## src/rtl/tx232c_fifo.sv

```systemverilog
// tx232c_fifo: buffered 8N1 RS-232C transmitter.
// Core-side bytes go into a small circular FIFO. A four-state serializer
// (IDLE/START/DATA/STOP) drains the FIFO LSB-first onto RS_TX, which idles high.
// Frames leave back-to-back while the FIFO has data, with no idle bit between them.
//
// Handshake: push is a fire-and-forget valid. It is accepted on a rising CLK
// edge only when the registered full flag is low. A push seen while full is
// dropped and latches the sticky overflow flag, even if a pop happens on that
// same edge.
module tx232c_fifo #(
  parameter int CLKS_PER_BIT = 620,
  parameter int DEPTH_LOG2   = 4
) (
  input  logic                  CLK,
  input  logic                  XRST,
  input  logic [7:0]            data,
  input  logic                  push,
  output logic                  full,
  output logic [DEPTH_LOG2:0]   count,
  output logic                  busy,
  output logic                  overflow,
  output logic                  RS_TX
);

  localparam int DEPTH = 1 << DEPTH_LOG2;
  localparam int BW    = (CLKS_PER_BIT > 2) ? $clog2(CLKS_PER_BIT) : 1;
  localparam logic [BW-1:0] BAUD_LAST = BW'(CLKS_PER_BIT - 1);

  typedef enum logic [1:0] {
    S_IDLE  = 2'd0,
    S_START = 2'd1,
    S_DATA  = 2'd2,
    S_STOP  = 2'd3
  } state_t;

  logic [7:0]            mem [DEPTH];
  logic [DEPTH_LOG2-1:0] wptr;
  logic [DEPTH_LOG2-1:0] rptr;

  state_t        state;
  state_t        state_n;
  logic [BW-1:0] baud;
  logic [BW-1:0] baud_n;
  logic [2:0]    bit_idx;
  logic [2:0]    bit_n;
  logic [7:0]    shift;
  logic [7:0]    shift_n;
  logic          tx_n;
  logic          pop;
  logic          wr_en;
  logic          baud_tc;
  logic          has_data;

  // count never exceeds DEPTH, so its MSB is set exactly when the FIFO is full.
  assign full     = count[DEPTH_LOG2];
  assign wr_en    = push & ~full;
  assign baud_tc  = (baud == BAUD_LAST);
  assign has_data = (count != '0);
  assign busy     = (state != S_IDLE) | has_data;

  // FIFO storage: the write port has no reset; the pointers define what is valid.
  always_ff @(posedge CLK) begin
    if (wr_en) mem[wptr] <= data;
  end

  // FIFO pointers, occupancy count and the sticky overflow flag.
  always_ff @(posedge CLK or negedge XRST) begin
    if (!XRST) begin
      wptr     <= '0;
      rptr     <= '0;
      count    <= '0;
      overflow <= 1'b0;
    end else begin
      if (wr_en) wptr <= wptr + 1'b1;
      if (pop)   rptr <= rptr + 1'b1;
      case ({wr_en, pop})
        2'b10:   count <= count + 1'b1;
        2'b01:   count <= count - 1'b1;
        default: count <= count;
      endcase
      if (push && full) overflow <= 1'b1;
    end
  end

  // Serializer state register. RS_TX is registered, so the line never glitches.
  always_ff @(posedge CLK or negedge XRST) begin
    if (!XRST) begin
      state   <= S_IDLE;
      baud    <= '0;
      bit_idx <= '0;
      shift   <= '0;
      RS_TX   <= 1'b1;
    end else begin
      state   <= state_n;
      baud    <= baud_n;
      bit_idx <= bit_n;
      shift   <= shift_n;
      RS_TX   <= tx_n;
    end
  end

  // Serializer next-state logic. tx_n is the line level for the next state.
  always_comb begin
    state_n = state;
    baud_n  = baud + 1'b1;
    bit_n   = bit_idx;
    shift_n = shift;
    tx_n    = RS_TX;
    pop     = 1'b0;
    case (state)
      S_IDLE: begin
        baud_n = '0;
        tx_n   = 1'b1;
        if (has_data) begin
          pop     = 1'b1;
          shift_n = mem[rptr];
          state_n = S_START;
          tx_n    = 1'b0;
        end
      end
      S_START: begin
        tx_n = 1'b0;
        if (baud_tc) begin
          baud_n  = '0;
          bit_n   = '0;
          state_n = S_DATA;
          tx_n    = shift[0];
        end
      end
      S_DATA: begin
        tx_n = shift[0];
        if (baud_tc) begin
          baud_n = '0;
          if (bit_idx == 3'd7) begin
            state_n = S_STOP;
            tx_n    = 1'b1;
          end else begin
            shift_n = {1'b0, shift[7:1]};
            bit_n   = bit_idx + 3'd1;
            tx_n    = shift[1];
          end
        end
      end
      S_STOP: begin
        tx_n = 1'b1;
        if (baud_tc) begin
          baud_n = '0;
          if (has_data) begin
            // Chain straight into the next start bit; no idle gap.
            pop     = 1'b1;
            shift_n = mem[rptr];
            state_n = S_START;
            tx_n    = 1'b0;
          end else begin
            state_n = S_IDLE;
          end
        end
      end
      default: begin
        state_n = S_IDLE;
        baud_n  = '0;
        tx_n    = 1'b1;
      end
    endcase
  end

endmodule

```

## config.mk

```make
export PLATFORM = sky130hd
export DESIGN_NAME = tx232c_fifo
export DESIGN_NICKNAME = d
export VERILOG_FILES = /design/src/rtl/tx232c_fifo.sv
export SDC_FILE = /design/constraint.sdc
export NUM_CORES = 1
export LEC_CHECK = 0
export ABC_AREA = 1
export CAP_MARGIN = 5
export CORE_ASPECT_RATIO = 1.25
export CORE_MARGIN = 2
export CORE_UTILIZATION = 61
export CTS_BUF_LIST = sky130_fd_sc_hd__clkbuf_4 sky130_fd_sc_hd__clkbuf_8
export DETAILED_ROUTE_END_ITERATION = 7
export DONT_BUFFER_PORTS = 1
export PLACE_DENSITY = 0.83
export REMOVE_ABC_BUFFERS = 1
export SLEW_MARGIN = 5
export SYNTH_ARGS = -nofsm -noshare
export SYNTH_HDL_FRONTEND = slang
export SYNTH_SLANG_ARGS = --single-unit
export TNS_END_PERCENT = 5
```

## constraint.sdc

```tcl
create_clock -name CLK -period 7.8 [get_ports CLK]
set_input_delay 0.78 -clock CLK [delete_from_list [all_inputs] [get_ports CLK]]
set_output_delay 0.78 -clock CLK [all_outputs]
set_load 0.02 [all_outputs]
```

Yosys cells after proc, flatten, opt, wreduce, memory -nomap -nowiden
Memory sizes are Yosys's and may differ from the RTL's.
Index checks and enable logic that the tools add are counted.
{ "classes": {"add_sub_neg": 6, "n_eq_ne": 13, "n_mux": 30, "bitwise_logic": 3, "n_reduce_logical": 11} }
{ "op_table": {"columns": ["op", "count"], "rows": [
  ["two-way mux 8 bit", 4],
  ["case mux 8 bit (3 select lines)", 1],
  ["case mux 10 bit (2 select lines)", 1],
  ["inequality test 2 bit, second input constant", 6],
  ["adder 10 x 1 -> 10 bit, second input constant", 1],
  ["== test 10 bit, second input constant", 1],
  ["two-way mux 1 bit", 10],
  ["two-way mux 10 bit", 1],
  ["two-way mux 2 bit", 5],
  ["case mux 5 bit (2 select lines)", 1],
  ["two-way mux 3 bit", 3],
  ["adder 4 x 1 -> 4 bit, second input constant", 2],
  ["case mux 2 bit (4 select lines)", 1],
  ["AND reduction 4 bit", 2],
  ["== test 2 bit, second input constant", 3],
  ["case mux 3 bit (2 select lines)", 1],
  ["nonzero test 2 bit", 3],
  ["adder 5 x 1 -> 5 bit, second input constant", 1],
  ["AND reduction 5 bit", 1],
  ["nonzero test 5 bit", 1],
  ["subtractor 5 x 1 -> 5 bit, second input constant", 1],
  ["== test 2 x 1 -> 1 bit, second input constant", 2],
  ["case mux 1 bit (4 select lines)", 1],
  ["adder 3 x 1 -> 3 bit, second input constant", 1],
  ["9 further kinds", 9]
]} }
{ "totals": {"ff_bits": 38, "ram_bits": 128, "input_bits": 11, "output_inout_bits": 9, "wordCells": 73, "mem_count": 1} }
{ "mem_list": {"columns": ["memory", "words", "word_bits", "read_ports", "rd_clocked_by_memory_dff", "wr", "line", "source"], "rows": [
  ["mem", 16, 8, 1, 0, 1, "36", "logic [7:0] mem [DEPTH];"]
]} }

Logic depth before layout (Yosys ltp)
{ "depth": {"ltp_word": 6, "mapped_depth": 19, "depth_no_buf": 19} }

Worst setup path before layout
OpenSTA, ideal clock, no wires.
{ "synth_timing": {"path_type": "register to register", "startpoint": "register baud[0]", "endpoint": "register count[4]", "t_arrival_ns": 2.402, "path_slack_ns": 5.332, "stages_incl_launch_ff": 20, "synth_period_minus_slack_ns": 2.468, "path_cell_list": "dfrtp_1 > ha_1 > nand2_4 > inv_1 > nand2_1 > nor2_2 > nand3_1 > o21ai_2 > nand2_2 > inv_1 > ha_1 > xor2_1 > ha_1 > inv_1 > nand2_1 > nand3_1 > nand2_1 > xor2_1 > nand2_1 > nand2_1"} }
{ "synth_between": {"elab_chain_cells": 5, "word_cells_on_any_way": 7, "classes_between": "eq/ne: 3; mux: 3; reduce/logical: 1"} }
{ "synth_lines": {"columns": ["element", "line", "source"], "rows": [
  ["start: declaration", "42", "logic [BW-1:0] baud;"],
  ["start signal: assignment", "95", "baud <= baud_n;"],
  ["== test 10 bit (*)", "57", "assign baud_tc = (baud == BAUD_LAST);"],
  ["two-way mux 1 bit (*)", "146", "if (baud_tc) begin"],
  ["case mux 1 bit (2 select lines) (*)", "110", "case (state)"],
  ["named net pop", "49", "logic pop;"],
  ["== test 2 x 1 -> 1 bit / == test 2 bit (equally long branches)", "76", "case ({wr_en, pop})"],
  ["case mux 5 bit (2 select lines) / nonzero test 2 bit (equally long branches)", null, null],
  ["end signal: assignment", "77", "2'b10: count <= count + 1'b1;"],
  ["end signal: assignment", "78", "2'b01: count <= count - 1'b1;"],
  ["end signal: assignment", "79", "default: count <= count;"],
  ["end: declaration", "19", "output logic [DEPTH_LOG2:0] count,"]
]} }
The timed path passes the listed nets; every way through them passes the cells marked *.
A chain may end at the register's enable or synchronous reset.

Worst setup path in the final report
{ "layout_timing": {"startpoint": "register count[4]", "endpoint": "register count[4]"} }
{ "layout_between": {"elab_chain_cells": 6, "word_cells_on_any_way": 12, "classes_between": "add/sub: 2; eq/ne: 2; mux: 4; bitwise: 2; reduce/logical: 2"} }
{ "layout_lines": {"columns": ["element", "line", "source"], "rows": [
  ["nonzero test 5 bit (*)", "58", "assign has_data = (count != '0);"],
  ["two-way mux 1 bit (*)", "114, 148", null],
  ["two-way mux 1 bit", "146", null],
  ["case mux 1 bit (2 select lines) (*)", "110", null],
  ["named net pop", "49", null],
  ["== test 2 x 1 -> 1 bit / == test 2 bit (equally long branches)", "76", null],
  ["case mux 5 bit (2 select lines) / nonzero test 2 bit (equally long branches)", null, null]
]} }
Marks and branches as above.

==> metrics.yaml <==
finish:
  layout-drive-gt1-share_pct: 8.29
  finish.net_count: 751
  instances_no_fill: 900
  diodes: 0
  syn2layout_area_growth_pct: 7.02
cts:
  cts-resized-gates: 0
  h-tree-depth: 4
  clockRootBuffer: "clkbuf_8"
  cts_sinks: 166
  clkTransAtPathRegs_ns: 0.09
  cts_tree: "yes"
  insertion_delay_ns: 0.45
  cts-buffers-inserted: 17
  cts_buffer_depth: 2
pwr:
  leakagePower_uw: 0.00322
  max-vdd-ir-drop_v: 0.000196
  power_density_mw_per_mm2: 361
floorplan:
  die_area_mm2: 0.0132
  ios: 20
  fp.dieH_um: 128
  start_util_pct: 62.0
  num_rows: 45
  coreArea_mm2: 0.0120
  die_w_um: 103
timing:
  setup_viol: 0
  hold_viol: 0
  clock.fmax_mhz: 337
  whs_ns: 0.143
  rsz0062_at_grt: "false"
  setup_tns_ns: 0
  drv_slew: 0
  slew_headroom_pct: 32.1
  period_share_pct: 38.1
  worstMarginPinSlew_ns: 1.02
  fin_crit_ns: 2.97
  skew_ns: 0.0134
synth:
  synth-seq-area-share_pct: 64.2
  synth_xor_xnor_area_share_pct: 1.52
  synthCells: 722
  synth_area_leaders: "edfxtp_1, dfrtp_1, nand2_1"
  synth.largest_area_cell: "edfxtp_1"
  synthesis.area_mm2: 0.00747
  syn_area_per_cell_um2: 10.3
  synth-adder-area-share_pct: 2.85
  ys_types: 35
  synth_top_family_by_area: "simple AND/OR/NAND/NOR gates"
  yosys.area.top_type_share_pct: 51.4
  synth_warnings: 0
  synth_compound_area_share_pct: 5.11
  synthMuxAreaShare_pct: 0
  ys_ff_latch: 166
  synthSimpleGateAreaFrac_pct: 21.8
critical_path:
  required_ns: 8.19
  start_kind: "flop"
  critical_path_class: "flop to flop"
  rr_worst_depth: 16
  r2r-end: "count[4]"
  endpoint_kind: "flop"
  r2r_start: "count[4]"
  critPathMaxFanout: 7
  reg2reg_slack_ns: 4.83
  worst_ep_arrival_time_ns: 3.37
routing:
  vias: 5084
  first_pass_iters: 5
  drt_iter0_drc: 440
  drc: 0
  routedWlPerCell_um: 17.1
  wl_um: 15400
  antenna_left: 0
  detail_route.vias_per_cell: 5.65
global_route:
  grt_overflow: 0
  grt_use_total_pct: 24.6
  grt_pass1_vias: 4990
  grt_pass1_wl_um: 24200
  grt_max_degree: 76
  antenna_found_initial: 0
worst_hold_path:
  hold_path_class: "primary input to async pin"
place:
  portBuffers: 0
  gp_congestion: 0.820
  dpl.cell_count: 864
  post-dp-hpwl_um: 10100
run_status:
  status: "finished clean"
run:
  maxCapViolCount: 0
==> per-stage QoR <==
stage               util [%]  area, um2  setup WS (ns)  power, uW
detailed placement      62.5       7540           4.91       2250
finish                  66.4       8000           4.83       2890
CTS                     66.1       7970           4.88       2880
global placement        62.5       7540           5.10       2190
floorplan                  -       7310           4.67       1970
global route            66.4       8000           4.61       3090
==> placed cells by master, fill, tap and decap left out, types with 4 or more instances in the layout <==
cell type,instances
nand3_1,52
nor2_2,5
inv_2,4
a21oi_1,20
o21ai_0,32
inv_6,5
o211ai_1,8
clkbuf_8,17
edfxtp_1,128
nand2_1,212
xor2_1,10
ha_1,17
inv_1,44
nand4_1,4
nor2_1,98
dfrtp_1,36
==> worst max-delay path, cell delays in order (launching register included) <==
cell and delay [ns]:
dfrtp_1 0.68, nor2_1 0.13, nand3_2 0.14, nand3_1 0.13, o21ai_2 0.25, nand2_2 0.12, inv_1 0.10, ha_1 0.27
xor2_1 0.26, ha_1 0.21, inv_1 0.04, nand2_1 0.09, nand3_1 0.10, nand2_1 0.11, xor2_1 0.15, nand2_1 0.06
nand2_1 0.06
==> area by class of cell <==
class	instances	area, um2
Tap cell	164	205
Clock buffer	17	234
Timing Repair Buffer	6	65.1
Fill cell	915	4050
Multi-Input combinational cell	484	2340
Sequential cell	166	4800
Clock inverter	15	176
Inverter	48	180
==> state kept, by name, indices dropped and copies added, names as in the netlist <==
register / count
RS_TX: 1
baud: 10
bit_idx: 3
count: 5
mem: 128
overflow: 1
rptr: 4
shift: 8
state: 2
wptr: 4
==> cells in the mapped netlist (all sizes together) <==
library cell    n
nand4           4
inv            48
xnor2           3
dfrtp          37
a21oi          22
clkbuf          2
nand3          56
edfxtp        128
o211ai          8
nor2          106
a21o            1
dfstp           1
ha             17
or2             2
nand2         217
a21boi          2
xor2           10
o21ai          34
buf            22
o21bai          1
nor3b           1
==> worst max path at each step <==
stage          endpoint     start  slack [ns]
2_1_floorplan  shift[0]   rptr[0]        4.67
4_1_cts        count[4]  count[4]        4.88
3_5_place_dp   count[4]  count[4]        4.91
3_3_place_gp   count[4]  count[4]        5.10
5_1_grt        count[4]  count[4]        4.61
6_report       count[4]  count[4]        4.83
==> kinds of logic after synthesis <==
kind of cell               after synthesis
xor gates and xnor gates                13
buffers and inverters                   72
and+or+nand+nor                        386
DFF                                    166
AOI/OAI and AO/OA                       68
adders and majority gates               17
==> report_power, final <==
part / leakage [uW] / switching [uW] / total [uW] / internal [uW]
clock: 0.000203 / 313 / 632 / 319
sequential: 0.00163 / 117 / 1210 / 1090
combinational: 0.00139 / 726 / 1050 / 325
==> per-layer routing <==
metal,global-route usage [%],wire [um],up-vias
met1,29.9,6030,2493
met3,5.34,805,30
li1,-,-,2399
met4,8.36,337,0
met2,43.1,8210,162
met5,0,0,-
==> what timing repair did <==
item / in CTS / in global routing
hold buffers: 2 / 2
endpoints found under the hold margin: 2 / 28
setup buffers: 0 / 0
Note: power is estimated with default switching activity, not from simulation.
